<file path="src/rtl/axi_rule_pkg.sv">
// Shared types and helpers for the runtime-programmable AXI address rule decoder.
// Rules use a fixed 64-bit-address maximum layout; narrower instances use the low address bits.
package axi_rule_pkg;

    localparam int MISS_CNT_W = 16;
    localparam int MAX_ADDR_W = 64;
    localparam int SLAVE_W    = 16;
    localparam int MAX_RULES  = 64;

    typedef struct packed {
        logic [MAX_ADDR_W-1:0] base;
        logic [MAX_ADDR_W-1:0] mask;
        logic [SLAVE_W-1:0]    slave;
        logic                  enabled;
    } rule_t;

    typedef enum logic {
        ST_EMPTY = 1'b0,
        ST_FULL  = 1'b1
    } rsp_state_e;

    function automatic int idx_w(input int num_slave);
        return (num_slave > 1) ? $clog2(num_slave) : 1;
    endfunction

    function automatic int ridx_w(input int num_rules);
        return (num_rules > 1) ? $clog2(num_rules) : 1;
    endfunction

    // Index of the lowest set bit; 0 when the vector is empty.
    function automatic int find_first_one(input logic [MAX_RULES-1:0] vec);
        int pos;
        pos = 0;
        for (int i = MAX_RULES - 1; i >= 0; i--) begin
            if (vec[i]) pos = i;
        end
        return pos;
    endfunction

endpackage

</file>
<file path="src/rtl/axi_rule_prio_match.sv">
// Combinational rule match, lowest-index priority select and overlap detect.
// Zero latency; no handshake of its own.
module axi_rule_prio_match
    import axi_rule_pkg::*;
#(
    parameter  int ADDR_WIDTH = 32,
    parameter  int NUM_SLAVE  = 4,
    parameter  int NUM_RULES  = 8,
    localparam int IDX_W      = idx_w(NUM_SLAVE)
) (
    input  rule_t [NUM_RULES-1:0] rules_i,
    input  logic [ADDR_WIDTH-1:0] addr_i,
    output logic                  hit_o,
    output logic [IDX_W-1:0]      idx_o,
    output logic                  multi_o
);

    logic [NUM_RULES-1:0] match;
    int                   win;
    logic                 unused_rule_bits;

    assign unused_rule_bits = ^rules_i;

    always_comb begin
        match = '0;
        for (int j = 0; j < NUM_RULES; j++) begin
            // A rule pointing at a nonexistent slave can never win.
            match[j] = rules_i[j].enabled
                     && (rules_i[j].slave < SLAVE_W'(NUM_SLAVE))
                     && ((addr_i & rules_i[j].mask[ADDR_WIDTH-1:0])
                         == (rules_i[j].base[ADDR_WIDTH-1:0] & rules_i[j].mask[ADDR_WIDTH-1:0]));
        end
    end

    always_comb begin
        win   = find_first_one(MAX_RULES'(match));
        idx_o = '0;
        for (int j = 0; j < NUM_RULES; j++) begin
            if (match[j] && (j == win)) idx_o = rules_i[j].slave[IDX_W-1:0];
        end
    end

    assign hit_o   = |match;
    assign multi_o = |(match & (match - NUM_RULES'(1)));

endmodule

</file>
<file path="src/rtl/axi_rule_decoder.sv">
// Programmable base/mask address decoder with a single registered valid/ready result stage.
// One cycle req->rsp latency; req_ready_o = !rsp_valid_o | rsp_ready_i, result holds under stall.
module axi_rule_decoder
    import axi_rule_pkg::*;
#(
    parameter  int ADDR_WIDTH  = 32,
    parameter  int NUM_SLAVE   = 4,
    parameter  int NUM_RULES   = 8,
    parameter  int DEFAULT_EN  = 0,
    parameter  int DEFAULT_IDX = 0,
    localparam int IDX_W       = idx_w(NUM_SLAVE),
    localparam int RIDX_W      = ridx_w(NUM_RULES)
) (
    input  logic                  clk_i,
    input  logic                  rst_ni,
    input  logic                  cfg_we_i,
    input  logic [RIDX_W-1:0]     cfg_idx_i,
    input  rule_t                 cfg_rule_i,
    input  logic                  req_valid_i,
    output logic                  req_ready_o,
    input  logic [ADDR_WIDTH-1:0] req_addr_i,
    output logic                  rsp_valid_o,
    input  logic                  rsp_ready_i,
    output logic [IDX_W-1:0]      rsp_idx_o,
    output logic                  rsp_ok_o,
    output logic                  rsp_multi_o,
    output logic [MISS_CNT_W-1:0] miss_cnt_o,
    input  logic                  miss_clr_i
);

    rule_t [NUM_RULES-1:0] rules_q;
    rsp_state_e            state_q, state_d;
    logic [IDX_W-1:0]      rsp_idx_q, rsp_idx_d;
    logic                  rsp_ok_q, rsp_ok_d;
    logic                  rsp_multi_q;
    logic [MISS_CNT_W-1:0] miss_cnt_q, miss_cnt_d;

    logic                  req_fire;
    logic                  hit;
    logic                  multi;
    logic [IDX_W-1:0]      match_idx;

    axi_rule_prio_match #(
        .ADDR_WIDTH (ADDR_WIDTH),
        .NUM_SLAVE  (NUM_SLAVE),
        .NUM_RULES  (NUM_RULES)
    ) u_match (
        .rules_i (rules_q),
        .addr_i  (req_addr_i),
        .hit_o   (hit),
        .idx_o   (match_idx),
        .multi_o (multi)
    );

    assign req_ready_o = (state_q == ST_EMPTY) | rsp_ready_i;
    assign req_fire    = req_valid_i & req_ready_o;

    // Lookup in the same cycle as a write sees the old table, since both use rules_q.
    always_ff @(posedge clk_i or negedge rst_ni) begin
        if (!rst_ni) begin
            rules_q <= '0;
        end else if (cfg_we_i) begin
            for (int j = 0; j < NUM_RULES; j++) begin
                if (cfg_idx_i == RIDX_W'(j)) rules_q[j] <= cfg_rule_i;
            end
        end
    end

    always_comb begin
        state_d = state_q;
        case (state_q)
            ST_EMPTY: if (req_fire) state_d = ST_FULL;
            ST_FULL:  if (rsp_ready_i && !req_fire) state_d = ST_EMPTY;
            default:  state_d = ST_EMPTY;
        endcase
    end

    always_comb begin
        rsp_idx_d = match_idx;
        rsp_ok_d  = 1'b1;
        if (!hit) begin
            if (DEFAULT_EN != 0) begin
                rsp_idx_d = IDX_W'(DEFAULT_IDX);
            end else begin
                rsp_idx_d = '0;
                rsp_ok_d  = 1'b0;
            end
        end
    end

    always_comb begin
        miss_cnt_d = miss_cnt_q;
        if (miss_clr_i) begin
            miss_cnt_d = '0;
        end else if (req_fire && !hit && (miss_cnt_q != '1)) begin
            miss_cnt_d = miss_cnt_q + MISS_CNT_W'(1);
        end
    end

    always_ff @(posedge clk_i or negedge rst_ni) begin
        if (!rst_ni) begin
            state_q     <= ST_EMPTY;
            rsp_idx_q   <= '0;
            rsp_ok_q    <= 1'b0;
            rsp_multi_q <= 1'b0;
            miss_cnt_q  <= '0;
        end else begin
            state_q    <= state_d;
            miss_cnt_q <= miss_cnt_d;
            if (req_fire) begin
                rsp_idx_q   <= rsp_idx_d;
                rsp_ok_q    <= rsp_ok_d;
                rsp_multi_q <= multi;
            end
        end
    end

    assign rsp_valid_o = (state_q == ST_FULL);
    assign rsp_idx_o   = rsp_idx_q;
    assign rsp_ok_o    = rsp_ok_q;
    assign rsp_multi_o = rsp_multi_q;
    assign miss_cnt_o  = miss_cnt_q;

endmodule

</file>
<file path="config.mk">
export PLATFORM = sky130hd
export DESIGN_NAME = axi_rule_decoder
export DESIGN_NICKNAME = d
export VERILOG_FILES = /design/src/rtl/axi_rule_pkg.sv /design/src/rtl/axi_rule_prio_match.sv /design/src/rtl/axi_rule_decoder.sv
export SDC_FILE = /design/constraint.sdc
export NUM_CORES = 1
export LEC_CHECK = 0
export BUFFER_PORTS_ARGS = -buffer_cell sky130_fd_sc_hd__buf_2
export CORE_ASPECT_RATIO = 0.8
export CORE_MARGIN = 2
export CORE_UTILIZATION = 50
export DETAILED_ROUTE_END_ITERATION = 8
export GPL_ROUTABILITY_DRIVEN = 0
export PLACE_DENSITY = 0.67
export SLEW_MARGIN = 15
export SYNTH_ARGS = -nofsm -noshare
export SYNTH_HDL_FRONTEND = slang
export SYNTH_HIERARCHICAL = 1
export SYNTH_SLANG_ARGS = --single-unit
</file>
<file path="constraint.sdc">
create_clock -name clk_i -period 4.1 [get_ports clk_i]
set_input_delay 0.82 -clock clk_i [delete_from_list [all_inputs] [get_ports clk_i]]
set_output_delay 0.82 -clock clk_i [all_outputs]
set_load 0.005 [all_outputs]
</file>
# After elaboration in Yosys (flattened, before gate mapping)
# Cells that the tools add are included.
# Widths: inputs -> output; s select.
classes:
  reduce_logical: 42
  n_eq_ne: 23
  muxes: 23
  n_lt_le_gt_ge: 8
  n_addsub: 2
  bitwise: 20
ops:
  columns: ["cell", "count"]
  rows:
  - ["$and 32x32->32", 16]
  - ["$eq 32x32->1", 8]
  - ["$lt 16x3->1 const B", 8]
  - ["$logic_not 32->1", 1]
  - ["$mux 16", 2]
  - ["$logic_and 1x1->1", 27]
  - ["$mux 3", 8]
  - ["$mux 2", 9]
  - ["$add 16x1->16 const B", 1]
  - ["$ne 16x16->1 const B", 1]
  - ["$reduce_and 2->1", 8]
  - ["$reduce_or 8->1", 2]
  - ["$eq 3x3->1 const A", 4]
  - ["$eq 3x3->1 const B", 4]
  - ["$and 8x8->8", 1]
  - ["$sub 8x1->8 const B", 1]
  - ["$eq 2x3->1 const A", 2]
  - ["$eq 3x2->1 const B", 2]
  - ["$eq 1x3->1 const A", 1]
  - ["$eq 3x1->1 const B", 1]
  - ["$logic_not 3->1", 1]
  - ["$mux 1", 3]
  - ["$logic_not 1->1", 2]
  - ["$pmux 1 s2", 1]
  - ["4 further kinds", 4]
word_totals:
  elab_cells: 155
  register_bits: 669
  output_inout_bits: 22
  in_bits: 186

# Depth between registers and ports, before layout
# Gate-level depths: netlist (run 1).
depth:
  word_depth: 22
  mapped_depth: 15
  ltp_nobuf: 12

# By module
# The synthesis (run 1) kept the hierarchy.
modules_own_cells:
  columns: ["module", "cells_each", "area_per_inst_um2", "seq_area_each_um2", "n_inst"]
  rows:
  - ["axi_rule_decoder", 2576, 44141.1, 29553.3, 1]
  - ["axi_rule_prio_match", 549, 4425.5, 0.0, 1]

# Worst setup path after synthesis (run 1)
# Ideal clock, no wire load.
synth_path:
  kind: "input port to flip-flop"
  start: "input req_addr_i[31]"
  end: "register miss_cnt_q[13], in the netlist miss_cnt_o[13]"
  cell_stages: 14
  t_required_ns: 3.972
  setup_time_ns: 0.128
  n_path_buf: 3
  arrival_ns: 3.389
  path_slack_ns: 0.584
  cell_sequence: "buf_2 xor2_1 a22o_1 a221oi_1 nand4_1 or4_1 buf_6 and4_1 nand2_1 nor2b_2 nand3_1 buf_2 nor4b_1 mux2_1"
synth_between:
  elab_chain_cells: 8
  elab_cells_between_ends: 29
  classes_between: "eq/ne: 8; bitwise: 8; reduce/logical: 13"
synth_lines:
  columns: ["element", "line", "source"]
  rows:
  - ["start: declaration", "axi_rule_decoder.sv:21", "input logic [ADDR_WIDTH-1:0] req_addr_i,"]
  - ["$and 32x32->32", "axi_rule_prio_match.sv:30", "&& ((addr_i & rules_i[j].mask[ADDR_WIDTH-1:0])"]
  - ["$eq 32x32->1", "axi_rule_prio_match.sv:31", "== (rules_i[j].base[ADDR_WIDTH-1:0] & rules_i[j].mask[ADDR_WIDTH-1:0]));"]
  - ["$logic_and 1x1->1", "axi_rule_prio_match.sv:30", null]
  - ["$reduce_or 8->1 *", "axi_rule_prio_match.sv:43", "assign hit_o = |match;"]
  - ["named net hit", "axi_rule_decoder.sv:39", "logic hit;"]
  - ["$logic_not 1->1 *", "axi_rule_decoder.sv:95", "end else if (req_fire && !hit && (miss_cnt_q != '1)) begin"]
  - ["$logic_and 1x1->1 * (2 in series)", "axi_rule_decoder.sv:95", null]
  - ["$reduce_bool 2->1 (no source line) *", null, null]
  - ["end signal: assignment", "axi_rule_decoder.sv:109", "miss_cnt_q <= miss_cnt_d;"]
  - ["end: declaration", "axi_rule_decoder.sv:36", "logic [MISS_CNT_W-1:0] miss_cnt_q, miss_cnt_d;"]
# The timed path passes the listed nets; every way through them passes the cells marked *.
# A chain may end at the register's enable or synchronous reset.

# Final worst setup path (run 1)
layout_path:
  start: "register rules_q[594] in the netlist's numbering"
  end: "register rsp_idx_q[1], in the netlist rsp_idx_o[1]"
layout_between:
  elab_chain_cells: 19
  elab_cells_between_ends: 34
  classes_between: "order compare: 1; eq/ne: 7; mux: 14; reduce/logical: 12"
layout_lines:
  columns: ["element", "line", "source"]
  rows:
  - ["start: declaration", "axi_rule_decoder.sv:31", "rule_t [NUM_RULES-1:0] rules_q;"]
  - ["start signal: indexed assignment", "axi_rule_decoder.sv:64", "if (cfg_idx_i == RIDX_W'(j)) rules_q[j] <= cfg_rule_i;"]
  - ["$lt 16x3->1 *", "axi_rule_prio_match.sv:29", "&& (rules_i[j].slave < SLAVE_W'(NUM_SLAVE))"]
  - ["$logic_and 1x1->1 *", "axi_rule_prio_match.sv:29", null]
  - ["$logic_and 1x1->1 *", "axi_rule_prio_match.sv:30", null]
  - ["$mux 3 (5 in series)", "axi_rule_pkg.sv:35", "if (vec[i]) pos = i;"]
  - ["$logic_not 32->1", "axi_rule_prio_match.sv:39", "if (match[j] && (j == win)) idx_o = rules_i[j].slave[IDX_W-1:0];"]
  - ["$logic_and 1x1->1", "axi_rule_prio_match.sv:39", null]
  - ["$mux 2 (7 in series)", "axi_rule_prio_match.sv:39", null]
  - ["$mux 2 *", "axi_rule_prio_match.sv:39", null]
  - ["named net match_idx[1]", "axi_rule_decoder.sv:41", "logic [IDX_W-1:0] match_idx;"]
  - ["$mux 2 *", "axi_rule_decoder.sv:81", "if (!hit) begin"]
  - ["end signal: assignment", "axi_rule_decoder.sv:111", "rsp_idx_q <= rsp_idx_d;"]
  - ["end: declaration", "axi_rule_decoder.sv:33", "logic [IDX_W-1:0] rsp_idx_q, rsp_idx_d;"]
# Marked as above.

==> results, run 1 <==
- The worst hold-check path type is in2async.
- The share of layout cells above drive strength 1 is 0.440.
- In this run the worst path has a maximum fanout of 4.
- The post-CTS clock slew at the launch and capture registers of the worst setup and hold paths is 60 ps.
- The number of max-slew violations in the final report is 0.
- The insertion delay of the later-clocked pin in the worst-skew pair is 610 ps.
- After clock tree synthesis, the flow added hold-fix buffers numbering 0.
- Summing all multi-input logic gate instances after layout gives 12200 um2.
- The placeable core region is 58400 um2.
- The part of the total power dissipated in the clock network is 0.337.
- The horizontal die dimension is 277 um.
- The initial utilization of the core area, before any placement, comes to 0.509.
- The number of standard-cell rows in the floorplan is 79.
- The number of nets in the final layout is 2421.
- Walking the worst path, the cells encountered are nor4_1 > nand4_1 > nor3_1 > nand3_1 > and3_2 > o221a_1 > o311ai_1 > a22o_1 > nand2_1 > o21ai_0.
- The post-synth net total is 2250.
- The number of antenna violations at the first check in global routing came to 6.
- The filler cell count in the final layout is 4659.
- The first-pass GRT wire length is 119000 um.
- Across the VDD grid, the largest voltage drop is 0.000333 V.
- The sequential share of power is 0.473.
- The part of the cycle the worst path needs is 0.900.
- The average footprint of a synthesized cell is 14.4 um2.
- Max-cap violations in this run came to 0.
- The number of buffers created by CTS is 69.
- The floorplan step set the die height to 222 um.
- The time the final worst path needs with I/O delays and setup is 3690 ps.
- Setup repair after global routing left no endpoint under its margin.
- The maximum achievable frequency is 0.271 GHz.
- The number of setup violations in the final report is 0.
- In the routed layout, each cell is associated on average with a via count of 5.92.
- The total track usage is 0.261.
- The area added between synthesis and finish is 13.5%.
- The post-CTS resize count is 0.
- In this run, placement finished with an instance count of 2932.
- The H-tree generated during clock tree synthesis spans 3 levels.
- The number of global-route vias before repair is 18400.
- The element type at the critical path start is a register.
- The warning count from the yosys run is 6.
- The switching part of the total power is 0.276.
- The total overflow left after global routing is 0.
- The net switching power of the design is 5160 uW.
- The worst slew margin relative to its limit is 0.269.
- The worst setup path category is reg2reg.
- The number of port buffers is 143.
- The largest net degree at the start of global routing is 124.
- The number of design rule violations left after detail routing is 0.
- The portion of total power attributed to combinational logic is 0.190.
- The leakage power total is 0.0149 uW.
- For the pin with the worst max-slew slack, the measured transition is 1090 ps.
- No sink is reached through more buffers than the 3 on the longest clock path.
- The largest individual stage delay along the critical path comes from the cell sky130_fd_sc_hd__nor3_1.
- OpenSTA, run right after detailed placement, puts the worst setup slack at 159 ps.
- The first routing iteration left 1580 violations.
- The clock tree root buffer cell is sky130_fd_sc_hd__clkbuf_16.
- The HPWL after detailed placement is 55000 um.
- In this run the remaining antenna-violating nets after routing total 0.
- Across the routed clock network, the largest skew measured is 22.9 ps.
- After detailed routing, the total wire length is 79200 um.
- In the post-route analysis, the smallest setup slack over all paths is 411 ps.
- Across all hold checks on the routed design, the worst slack comes to 178 ps.
- The die covers 61400 um2.
- The power density of the placed cells is 555 nW/um2.
- The top-level port count is 208.
- The standard cell area after detailed placement is 31500 um2.
- In the synthesized netlist, the number of instances is 2063.
- The data required time of the critical path is 4620 ps.
- After routing the design area is 33700 um2.
- STA classifies the critical path endpoint as a register.
- The internal portion of the total power is 13600 uW.
- Data on the critical path arrives at its endpoint at 4210 ps.
- The run finished with clean final reports.
- Setup total negative slack on the finished layout was measured at 0 ps.
- The largest single stage delay on the critical path is 690 ps.
- Across the whole layout, storage elements account for 16700 um2.
- The final route contains 18100 vias.
- The finished layout holds 3056 standard cells, fillers aside.
- Counting every sink on the clock net gives 669.
- The cell area that synthesis handed to floorplanning was 29700 um2.
- After clock tree synthesis, the setup repair step added 0 buffers.
- Dividing the detail-routed wire length by the instance count gives 25.9 um.
- The count of final hold-check violations was 0.
- The pre-antenna-repair detailed-routing pass consisted of 5 iterations.
- TritonCTS built the clock tree.
## critical path, delay by kind of cell (launching register included)
| family | cells | cell delay (ps) |
|---|---|---|
| compound gates | 4 | 850 |
| flops | 1 | 380 |
| simple gates | 6 | 2390 |
## power groups by stage
| stage | logic (uW) | clock network (uW) | registers, uW |
|---|---|---|---|
| after global routing | 3790 | 6740 | 9020 |
| after CTS | 3530 | 6430 | 8840 |
| after floorplan | 2230 | 0 | 8710 |
| after global placement | 3400 | 0 | 8850 |
| final | 3550 | 6310 | 8860 |
| after detailed placement | 3510 | 0 | 8960 |
## final cells by class
cell class | instances | share of cell area
Sequential cell | 669 | 0.496
Multi-Input combinational cell | 1256 | 0.361
Clock buffer | 98 | 0.0602
Timing Repair Buffer | 231 | 0.0463
Tap cell | 769 | 0.0285
Clock inverter | 22 | 0.00712
Inverter | 7 | 0.000779
Antenna cell | 4 | 0.000297
## flip-flops by register name, indices dropped and copies added (netlist names)
signal / flops
rules_q: 648
miss_cnt_o: 16
rsp_ok_o: 1
rsp_idx_o: 2
rsp_valid_o: 1
rsp_multi_o: 1
## final timing paths
kind	startpoint	to	slack, ps	depth (start not counted)
max	rules_q[594]$_DFFE_PN0P_	rsp_idx_o[1]$_DFFE_PN0P_	410	10
min	rst_ni	rules_q[834]$_DFFE_PN0P_	180	1
max reg2reg	rules_q[594]$_DFFE_PN0P_	rsp_idx_o[1]$_DFFE_PN0P_	410	10
min reg2reg	rsp_idx_o[1]$_DFFE_PN0P_	rsp_idx_o[1]$_DFFE_PN0P_	480	2
max in group asynchronous	rst_ni	rules_q[21]$_DFFE_PN0P_	2820	2
min in group clk_i	req_valid_i	rsp_valid_o$_DFF_PN0_	430	2
## stage by stage
step                      utilization  total power, uW
final                           0.577            18700
after global placement          0.538            12200
after global routing            0.577            19500
after CTS                       0.577            18800
after floorplan                     -            10900
after detailed placement        0.538            12500
## placed cells by master, fill, tap and decap left out, types with 5 or more instances in the layout
master	n
sky130_fd_sc_hd__a21oi_1	13
sky130_fd_sc_hd__a221oi_1	47
sky130_fd_sc_hd__a22o_1	60
sky130_fd_sc_hd__a22oi_1	18
sky130_fd_sc_hd__and3_1	5
sky130_fd_sc_hd__and4_1	5
sky130_fd_sc_hd__buf_12	14
sky130_fd_sc_hd__buf_2	142
sky130_fd_sc_hd__buf_4	74
sky130_fd_sc_hd__clkbuf_1	13
sky130_fd_sc_hd__clkbuf_16	72
sky130_fd_sc_hd__clkbuf_8	13
sky130_fd_sc_hd__clkinv_2	11
sky130_fd_sc_hd__dfrtp_1	669
sky130_fd_sc_hd__inv_1	7
sky130_fd_sc_hd__mux2_1	17
sky130_fd_sc_hd__mux2_2	636
sky130_fd_sc_hd__nand2_1	25
sky130_fd_sc_hd__nand3_1	10
sky130_fd_sc_hd__nand4_1	24
sky130_fd_sc_hd__nor2_1	6
sky130_fd_sc_hd__nor3_1	13
sky130_fd_sc_hd__nor4_1	18
sky130_fd_sc_hd__nor4b_1	9
sky130_fd_sc_hd__o21ai_0	16
sky130_fd_sc_hd__o31ai_1	8
sky130_fd_sc_hd__or4_1	11
sky130_fd_sc_hd__xor2_1	256
## metal layers
layer | share of wire | global-route usage | up-vias
li1 | - | - | 7825
met1 | 0.46 | 0.390 | 9674
met2 | 0.44 | 0.388 | 501
met3 | 0.072 | 0.0536 | 105
met4 | 0.024 | 0.0705 | 0
met5 | 0 | 0 | -
Power figures use the tool's default switching activity.
==> run 2: changes to the inputs <==
- PLACE_DENSITY: 0.67 -> 0.68
- SYNTH_HIERARCHICAL: 1 -> not set
==> run 2 against run 1 <==
Net effect:
- routed wire length shrank 7.0%
- non-clock buffer count shrank 39
- clock-buffer cell count grew 4
- clock skew grew 3.8 ps
- worst setup slack gained 160 ps
- cell count shrank 0.92%
- synthesized area shrank 1.7%
- die area shrank 1.6%
- critical path type unchanged
- largest cell class unchanged
==> results, run 2 <==
- Measured in cells, the most critical reg-to-reg path has a length of 9.
- The worst setup path is captured at a register.
- The share of synthesized area in the top cell type comes to 0.573.
- Setup repair after global routing left no endpoint under its margin.
- The leading cell type in the layout, fill and taps excluded is sky130_fd_sc_hd__dfrtp_1.
- The share of layout cells above drive strength 1 is 0.424.
- For this design the ratio of total power to cell area is 551 nW/um2.
- The share of total power dissipated in combinational logic is 0.175.
- The data required time of the critical path is 4620 ps.
- The net switching power of the design is 4940 uW.
- rules_q holds more flip-flops than any other register.
- The Yosys step of the flow raised 0 warnings.
- Measured against its own limit, the worst slew margin works out to 0.305.
- The post-CTS resize count is 0.
- The endpoint identified for the worst register-to-register timing path is miss_cnt_o[12]$_DFFE_PN0P_.
- The worst-case clock skew is 26.6 ps.
- The clock passes through at most 3 buffers.
- Setup violations remaining at the end of the flow were counted as 0.
- The height of the die is 220 um.
- Clock-pin slew was measured on the worst setup and hold paths at 60 ps.
- The cell with the largest stage delay on the worst path is sky130_fd_sc_hd__or4_1.
- The number of design rule violations left after detail routing is 0.
- The sequential share of power is 0.482.
- The area added between synthesis and finish is 13.9%.
- The area enclosed by the die boundary is 60400 um2.
- Yosys attributes the largest share of cell area to sky130_fd_sc_hd__dfrtp_1 (57%), sky130_fd_sc_hd__mux2_2 (25%), sky130_fd_sc_hd__xor2_1 (7.7%).
- The H-tree was split into 3 levels.
- The global-route congestion overflow total is 0.
- The number of max-slew violations in the final report is 0.
- The maximum achievable frequency is 0.283 GHz.
- The leakage power total is 0.0147 uW.
- The max-cap check violation count is 0.
- Counting instances in the post-synthesis netlist gives the leading cell types as sky130_fd_sc_hd__dfrtp_1 (669), sky130_fd_sc_hd__mux2_2 (647), sky130_fd_sc_hd__xor2_1 (256).
- In the final timing run, aggregate negative setup slack is 0 ps.
- In this run the clock root is driven by a sky130_fd_sc_hd__clkbuf_16.
- The count of final hold-check violations is 0.
- Including well taps, the total number of placed cells is 2904.
- Counting flops with a built-in enable in the synthesized netlist gives 0.
- The floorplan has 79 rows.
- The part of the total power dissipated in the clock network is 0.343.
- The register with the most flip-flops in the layout has 648 of them.
- In this run the worst path has a maximum fanout of 8.
- Leaving out fill and tap cells, the most frequent cells in the layout are sky130_fd_sc_hd__dfrtp_1 (669), sky130_fd_sc_hd__mux2_2 (647), sky130_fd_sc_hd__xor2_1 (256).
- The setup slack on the worst flop-to-flop path is 570 ps.
- The most common cell in the synthesized netlist is sky130_fd_sc_hd__dfrtp_1.
- Buffers placed on the I/O ports in this run total 143.
- In the final routed layout, each cell accounts on average for 24.3 um.
- In the synthesized netlist, the number of instances is 2057.
- The dominant synthesized flop cell is sky130_fd_sc_hd__dfrtp_1.
- For this run, the register share of the synthesized area comes to 0.573.
- The worst setup path is of the reg2reg kind.
- The maximum cell stage delay along the critical path is 660 ps.
- The mean number of vias per cell is 5.73.
- Clock tree synthesis inserted a total of 69 buffers.
- The number of antenna violations at the first check in global routing came to 6.
- In the finished design, the share of the clock period the worst path needs comes to 0.861.
- TritonCTS built the clock tree.
- The final standard cell count with taps included and fillers excluded is 3028.
- In this run the mean area of a mapped cell was 14.2 um2.
- The largest net degree at the start of global routing is 103.
- The first TritonRoute pass finished after 5 iterations.
- The top-level port count is 208.
- After synthesis, the netlist uses 48 different library cells.
- The largest area contributor in the netlist is sky130_fd_sc_hd__dfrtp_1.
- The clock reaches the later pin of the worst-skew pair after 620 ps.
- The number of storage elements in the synthesis netlist is 669.
- The region available for standard cell placement spans 57900 um2.
- The time the final worst path needs with I/O delays and setup is 3530 ps.
- For this design, the sink count on the clock tree is 669.
- The net count of the finished layout is 2393.
- For the pin with the worst max-slew slack, the measured transition is 1040 ps.
- The detailed-placement wirelength estimate is 50000 um.
- The first-pass GRT wire length is 112000 um.
- Data on the critical path arrives at its endpoint at 4050 ps.
- Walking the worst path, the cells encountered are nor4_1 > nand4_1 > or4_1 > or3_1 > nand4_1 > nor3_1 > buf_4 > a31o_1 > a21oi_1.
- In this run the remaining antenna-violating nets after routing total 0.
- The startpoint of the most critical register-to-register path is rules_q[589]$_DFFE_PN0P_.
- Wires add up to 73700 um.
- VDD sags by at most 0.000271 V.
- The element type at the critical path start is a register.
- The post-synth net total is 2244.
- The number of global-route vias before repair is 18000.
- Among the stages of the critical path, the cell type that occurs most often is sky130_fd_sc_hd__nand4_1.
- Summing every instance area after synthesis gives 29200 um2.
- The final route contains 17300 vias.
- The cts-stage hold buffer count is 0.
- The flow ran to the end, and the final reports show no timing, DRC or antenna violations.
- The total setup buffers inserted after CTS is 0.
- In this run the worst hold path is classified as in2async.
- The share of synthesized registers carrying an async set or reset is 1.00.
- The DRC violation total after the first TritonRoute iteration is 1241.
- From left edge to right edge, the die measures 274 um.
- The total track usage is 0.248.
- Of the total power, the share spent switching nets is 0.270.
- The cell-internal power is 13400 uW.
- The layout has 4655 filler cells.
- The starting density of the core is 0.505.
run 2: cell families after synthesis:
group	count (synthesis)	synth area share
and+or+nand+nor	174	0.0345
adders and majority gates	3	0.00116
AOI/OAI and AO/OA	170	0.0426
DFF	669	0.573
xor gates and xnor gates	261	0.0782
buffers and inverters	128	0.0196
muxes	652	0.251
run 2: worst max-delay path by stage:
stage | startpoint | end | slack, ps
floorplan | req_addr_i[17] | rsp_multi_o$_DFFE_PN0P_ | 930
global placement | req_addr_i[26] | miss_cnt_o[11]$_DFFE_PN0P_ | 120
detailed placement | req_addr_i[26] | miss_cnt_o[11]$_DFFE_PN0P_ | 50
CTS | rules_q[585]$_DFFE_PN0P_ | miss_cnt_o[12]$_DFFE_PN0P_ | 570
global route | rules_q[589]$_DFFE_PN0P_ | rsp_multi_o$_DFFE_PN0P_ | 480
finish | rules_q[589]$_DFFE_PN0P_ | miss_cnt_o[12]$_DFFE_PN0P_ | 570
run 2: final cells by class:
cell class,count,area [um2],area share
well taps,769,962,0.0289
clock buffers,102,2060,0.0621
clock inverters,20,211,0.00636
repair buffers,192,1290,0.0389
multi-input cells,1260,11900,0.359
flip-flops and latches,669,16700,0.503
inverters,14,52.6,0.00158
diodes,2,5.00,0.000150
run 2: per-layer routing:
layer	vias up	track usage	share of wire
li1	7687	-	-
met1	9214	0.352	0.46
met2	326	0.389	0.47
met3	119	0.0463	0.042
met4	2	0.0801	0.030
met5	-	0	0.00018
run 2: metrics by stage:
step,area (um2),hold slack (ps),util,total power [uW],setup slack [ps]
final,33300,313,0.574,18300,569
after global routing,33300,361,0.574,19200,475
after CTS,33300,330,0.574,18500,567
after detailed placement,31000,473,0.535,12200,54.5
after global placement,31000,464,0.535,11900,120
after floorplan,29200,471,-,10900,927
run 2: power by group through the flow:
stage / sequential (uW) / clock, uW / combinational [uW]
5_1_grt: 9010 / 6700 / 3490
3_5_place_dp: 8950 / 0 / 3210
6_report: 8850 / 6280 / 3210
2_1_floorplan: 8710 / 0 / 2180
4_1_cts: 8830 / 6410 / 3230
3_3_place_gp: 8840 / 0 / 3100
run 2: critical path, delay by kind of cell, from the launching register on:
| family | cells | cell delay (ps) |
|---|---|---|
| and+or+nand+nor | 6 | 2520 |
| DFF | 1 | 380 |
| buffers and inverters | 1 | 220 |
| AOI/OAI and AO/OA | 2 | 330 |
